[src/rtl/alu_arbiter.sv]
// Round-robin arbiter that shares one combinational ALU between two requesters.
// Operands are registered before reaching the ALU; results return on per-port response channels.
module alu_arbiter #(
  parameter int WIDTH = 32
) (
  input  logic             clk,
  input  logic             reset,

  input  logic             req0_valid,
  output logic             req0_ready,
  input  logic [WIDTH-1:0] req0_a,
  input  logic [WIDTH-1:0] req0_b,
  input  logic [2:0]       req0_op,

  input  logic             req1_valid,
  output logic             req1_ready,
  input  logic [WIDTH-1:0] req1_a,
  input  logic [WIDTH-1:0] req1_b,
  input  logic [2:0]       req1_op,

  output logic             rsp0_valid,
  input  logic             rsp0_ready,
  output logic [WIDTH-1:0] rsp0_result,
  output logic             rsp0_of,

  output logic             rsp1_valid,
  input  logic             rsp1_ready,
  output logic [WIDTH-1:0] rsp1_result,
  output logic             rsp1_of,

  output logic [WIDTH-1:0] alu_a,
  output logic [WIDTH-1:0] alu_b,
  output logic [2:0]       alu_control,
  input  logic [WIDTH-1:0] alu_result,
  input  logic             alu_of
);

  // state | meaning
  // IDLE  | waiting for a request; grant goes to the lone valid port or to prio on a tie
  // EXEC  | registered operands drive the ALU; result captured at the end of this cycle
  // RESP  | result held on the owner's response channel until it is consumed
  typedef enum logic [1:0] {IDLE, EXEC, RESP} state_t;

  localparam logic [2:0] OP_ADD = 3'b010;
  localparam logic [2:0] OP_SUB = 3'b110;

  state_t           state, state_nxt;
  logic             owner, owner_nxt;
  logic             prio, prio_nxt;
  logic             grant;
  logic             accept;
  logic [WIDTH-1:0] op_a, op_b, res;
  logic [2:0]       op_ctl;
  logic             res_of;

  // grant == 1 selects requester 1
  assign grant  = (req0_valid && req1_valid) ? prio : req1_valid;
  assign accept = req0_ready | req1_ready;

  always_comb begin
    state_nxt  = state;
    owner_nxt  = owner;
    prio_nxt   = prio;
    req0_ready = 1'b0;
    req1_ready = 1'b0;
    rsp0_valid = 1'b0;
    rsp1_valid = 1'b0;
    case (state)
      IDLE: begin
        if (!reset) begin
          req0_ready = req0_valid & ~grant;
          req1_ready = req1_valid & grant;
          if (req0_ready || req1_ready) begin
            state_nxt = EXEC;
            owner_nxt = grant;
          end
        end
      end
      EXEC: state_nxt = RESP;
      RESP: begin
        if (!reset) begin
          rsp0_valid = ~owner;
          rsp1_valid = owner;
          if (owner ? rsp1_ready : rsp0_ready) begin
            prio_nxt  = ~owner;
            state_nxt = IDLE;
          end
        end
      end
      default: state_nxt = IDLE;
    endcase
  end

  always_ff @(posedge clk) begin
    if (reset) begin
      state  <= IDLE;
      owner  <= 1'b0;
      prio   <= 1'b0;
      op_a   <= '0;
      op_b   <= '0;
      op_ctl <= 3'b000;
      res    <= '0;
      res_of <= 1'b0;
    end else begin
      state <= state_nxt;
      owner <= owner_nxt;
      prio  <= prio_nxt;
      if (accept) begin
        op_a   <= grant ? req1_a  : req0_a;
        op_b   <= grant ? req1_b  : req0_b;
        op_ctl <= grant ? req1_op : req0_op;
      end
      if (state == EXEC) begin
        res    <= alu_result;
        // overflow only carries meaning for add and sub
        res_of <= ((op_ctl == OP_ADD) || (op_ctl == OP_SUB)) ? alu_of : 1'b0;
      end
    end
  end

  assign alu_a       = op_a;
  assign alu_b       = op_b;
  assign alu_control = op_ctl;

  assign rsp0_result = res;
  assign rsp1_result = res;
  assign rsp0_of     = res_of;
  assign rsp1_of     = res_of;

endmodule

[config.mk]
export PLATFORM = sky130hd
export DESIGN_NAME = alu_arbiter
export DESIGN_NICKNAME = d
export VERILOG_FILES = /design/src/rtl/alu_arbiter.sv
export SDC_FILE = /design/constraint.sdc
export NUM_CORES = 1
export LEC_CHECK = 0
export ABC_AREA = 1
export BUFFER_PORTS_ARGS = -buffer_cell sky130_fd_sc_hd__buf_2
export CELL_PAD_IN_SITES_DETAIL_PLACEMENT = 0
export CELL_PAD_IN_SITES_GLOBAL_PLACEMENT = 1
export CORE_MARGIN = 2
export CORE_UTILIZATION = 28
export DETAILED_ROUTE_END_ITERATION = 6
export PLACE_DENSITY_LB_ADDON = 0.1
export SLEW_MARGIN = 20
export SYNTH_ARGS = -nofsm -noshare
export SYNTH_HDL_FRONTEND = slang
export SYNTH_SLANG_ARGS = --single-unit
[constraint.sdc]
create_clock -name clk -period 1.3 [get_ports clk]
set_input_delay 0.26 -clock clk [delete_from_list [all_inputs] [get_ports clk]]
set_output_delay 0.26 -clock clk [all_outputs]
set_load 0.05 [all_outputs]
* After elaboration in Yosys (flattened, before gate mapping)
Index checks and enable logic that the tools add are counted.
Widths: inputs -> output; s select.
** Word-level totals
- Memory bits (read-only) :: 0
- Memory bits (writable) :: 0
- Register bits after elaboration :: 104
- Output and inout port bits :: 137
- Bits of input ports :: 173
- Memories kept :: 0
- Logic and storage cells :: 43
- Bits in latches :: 0
** Cells by class
- Reduce and logical (&&, ||, !) cells :: 7
- Divide/modulo/power cells :: 0
- Shifts and indexed selects :: 0
- Add/sub/neg operators :: 0
- Multiply operators :: 0
- Muxes and demuxes :: 17
- Bitwise logic cells :: 5
- Equal/unequal tests :: 6
- Order comparisons :: 0
** Operator list (count)
- $mux 32 :: 2
- $mux 1 :: 11
- $pmux 2 s3 :: 1
- $reduce_and 2->1 :: 3
- $mux 2 :: 2
- $ne 2x2->1 const B :: 2
- $eq 3x2->1 const B :: 1
- $eq 3x3->1 const B :: 1
- $mux 3 :: 1
- $and 1x1->1 :: 2
- $eq 2x1->1 const B :: 1
- $eq 2x2->1 const B :: 1
- $logic_not 2->1 :: 1
- $logic_or 1x1->1 :: 2
- $not 1->1 :: 2
- $logic_and 1x1->1 :: 1
- $or 1x1->1 :: 1

* Longest topological paths before layout
- Word-level depth :: 7
- Depth in mapped cells :: 9
- Gate-level depth less buffers :: 8

* Least setup slack after synthesis
No wires, ideal clock.
- Path kind :: input -> output
- From :: in reset
- To :: out rsp0_valid
- Cell stages on the path :: 3
- Path buffers :: 2
- Data arrival time :: 1.700 ns
- Path slack :: -0.660 ns
- Required time :: 1.040 ns
- Cell sequence :: buf_2 clkbuf_1 nor3_1
** On the way
- Cells in the longest elaborated chain, start to end :: 2
** Ends and longest elaborated chain
- start, declared :: RTL line 7 : input logic reset,
- $mux 1 :: RTL line 81 : if (!reset) begin
- $mux 1 :: RTL line 68 : case (state)
- end, declared :: RTL line 21 : output logic rsp0_valid,
No other way between the ends.

* Worst setup path in the final report
- From :: reg state[0]
- To :: out rsp1_valid
** On the way
- Cells in the longest elaborated chain, start to end :: 2
** Ends and longest elaborated chain
- start, declared :: RTL line 47 : state_t state, state_nxt;
- start signal, assigned :: RTL line 105 : state <= state_nxt;
- $eq 2x2->1 :: RTL line 68
- $mux 1 :: RTL line 68
- end, declared :: RTL line 26 : output logic rsp1_valid,
No other way between the ends.

==> flow_summary.ini <==
[outcome]
status = finished with violations
violations = negative setup slack

[timing]
worst_pin_slew_ns = 0.429
slew_headroom_pct = 71.4
clock_skew_ns = 0.00589
finalHoldViolations = 0
setup_ws_ns = -0.239
rsz0062_at_grt = true
fmax_ghz = 0.650
final_max_slew_viol_count = 0
layout_min_cycle_time_ns = 1.54
setup_violations = 55
fin_crit_sh_pct = 118

[setup_path]
cpMostUsedCell = buf_6
worstPathRequired_ns = 1.04
end_kind = output pin
rr_startpoint = state[0]
cp-start-kind = register
critPathKind = register to output pin
worst_path_largest_cell_delay_ns = 0.34
r2r_end = alu_b[30]
r2r.worst_path.cells = 10
cp_cell_sequence = buf_6, nor2_4, inv_2, nor3_4, buf_6
path_max_fanout = 3
arrival_ns = 1.28
cp_slowest_cell = dfxtp_2
r2r_setup_slack_ns = -0.13

[global_routing]
grt_util_all_layers_pct = 18.2
grt_max_degree = 38
antenna_found_initial = 3
gr-total-overflow = 0
grt_pass1_wl_um = 28200
grt_pass1_vias = 5240

[yosys]
synth_most_common_cell = nand2_1
postSynthNetCount = 975
synthTopCellsByCount = 207 x nand2_1, 139 x inv_1, 104 x dfxtp_1
synth_edf_count = 0
ys_top_cells_by_area = dfxtp_1 40%, nand2_1 15%, inv_1 10%
synthArstFlopShare_pct = 0
synth.top_cell.area_share_pct = 40.3
ys.flop_type = dfxtp_1
ys_seq_elements = 104
syn_avg_cell_area_um2 = 6.44
ys_seq_area_share_pct = 40.3
ys_warn_count = 0
synth_top_cell_by_area = dfxtp_1
syn_area_um2 = 5170
synthCells = 802
synth.distinct_cells = 17

[clock_network]
cts_buffers = 9
htree_num_levels = 3
clockBufferDepth = 2
root_buffer = clkbuf_16
cts.reportedPaths.clkPinSlew_ns = 0.08
clock_latency_ns = 0.35
clkSinkCount = 104
cts_tree = yes

[power_and_ir_drop]
power.density_nw_per_um2 = 1340
p_comb_share_pct = 39.1
power_mw = 10.8
switching_share_pct = 41.0
peakVddDrop_v = 0.000654
p_clk_share_pct = 26.3
p_int_mw = 6.39
p_seq_share_pct = 34.6
leakage_nw = 4.45
p_sw_mw = 4.45

[placement]
hpwl_um = 13100
place.gp.congestion = 0.751
portBuffers = 309
placed_area_um2 = 6920

[finish]
utilization_pct = 44.9
area_growth_pct = 56.5
layout-drive-gt1-share_pct = 43.2
finalNetCount = 1271
final_area_um2 = 8090

[drt]
wl_um = 18800
post_drt_wl_per_cell_um = 14.1
drc = 0
drt_iter0_markers = 226
viasPerCell = 4.29
ant_nets = 0
via_count = 5715
first_pass_iters = 7

[job]
cap_violations = 0

[floorplanning]
initial_utilization_pct = 28.7
rows = 49
die_x_um = 140
die_area_um2 = 19600
ios = 310
coreArea_um2 = 18000
fp.dieH_um = 140

[hold_path]
holdPathStages = 3
hold_path.class = primary input to register
min_to = rsp0_result[16]
min_from = alu_result[16]
-- registers in the layout, summed over array words and instances (netlist names) --
| signal | flops |
|---|---|
| owner | 1 |
| alu_b | 32 |
| alu_control | 3 |
| rsp0_of | 1 |
| state | 2 |
| rsp0_result | 32 |
| alu_a | 32 |
| prio | 1 |
-- metal layers --
metal  routed length, um  track usage (%)  vias up  part of all wire, %
met2                9080             30.6      213                   48
met5                   7                0        -                0.037
met1                8040             23.0     2499                   43
li1                    -                -     2982                    -
met4                 215             4.74        2                  1.1
met3                1470             5.02       19                  7.8
-- worst max-delay path, delay by kind of cell (launching register included) --
kind | cells | cell delay, ns
simple gates | 2 | 0.22
flops | 1 | 0.34
buf+inv | 3 | 0.37
-- power groups by stage --
stage          sequential (mW)  clock (mW)  combinational [mW]
2_1_floorplan             5.03           0                1.61
3_3_place_gp              3.81           0                3.81
3_5_place_dp              3.82           0                3.79
4_1_cts                   3.75        2.98                4.08
5_1_grt                   3.80        3.10                4.56
6_report                  3.75        2.85                4.24
-- layout by cell type, fill, tap and decap left out, types with 6 or more instances in the layout --
cell and count:
buf_4 25, dfxtp_1 99, nand3_1 33, buf_6 9, inv_2 8, buf_2 297, o21ai_0 33, buf_8 6
nand2_1 195, nand2_2 11, nor2_1 83, buf_12 15, inv_1 131, nand3_2 52, a21oi_1 52, clkbuf_16 14
-- what timing repair did --
item | 4_1_cts | 5_1_grt
endpoints found under the hold margin | 0 | 0
endpoints found under the setup margin | 23 | 76
resized for setup | 60 | 80
pin swaps | 16 | 54
buffers inserted | 10 | 3
cloned | 5 | 5
hold buffers | 0 | 0
-- cell families (layout without fill, tap and decap cells) --
logic type	Yosys count	in the layout	share of synthesized area (%)
AOI/OAI and AO/OA	87	87	8.50
buffers and inverters	222	523	20.2
DFF	104	104	40.3
other	0	1	0
and+or+nand+nor	389	389	31.1
-- stage by stage --
stage,worst slack [ns],setup TNS (ns),hold WS [ns],cells
floorplan,0.00403,0,0.425,802
global placement,-0.0268,-0.0681,0.473,1297
detailed placement,-0.0218,-0.0975,0.472,1297
CTS,-0.253,-8.10,0.140,1328
global route,-0.303,-10.18,0.160,1332
finish,-0.239,-3.06,0.150,1333
-- cell type report --
| class | instances | area, um^2 |
|---|---|---|
| diodes | 1 | 2.50 |
| clock buffers | 9 | 225 |
| clock inverters | 7 | 80.1 |
| fillers | 1968 | 9940 |
| inverters | 143 | 553 |
| multi-input cells | 476 | 2450 |
| flip-flops and latches | 104 | 2090 |
| well taps | 229 | 287 |
| repair buffers | 364 | 2400 |
-- worst max path at each step --
stage	slack [ns]	cells after the start	to	startpoint
3_5_place_dp	-0.02	5	rsp1_valid	state[0]
6_report	-0.24	5	rsp1_valid	state[0]
4_1_cts	-0.25	5	req0_ready	state[1]
2_1_floorplan	0.004	3	rsp1_valid	reset
3_3_place_gp	-0.03	5	rsp1_valid	state[0]
5_1_grt	-0.30	5	rsp1_valid	state[0]
Note: power is estimated with default switching activity, not from simulation.
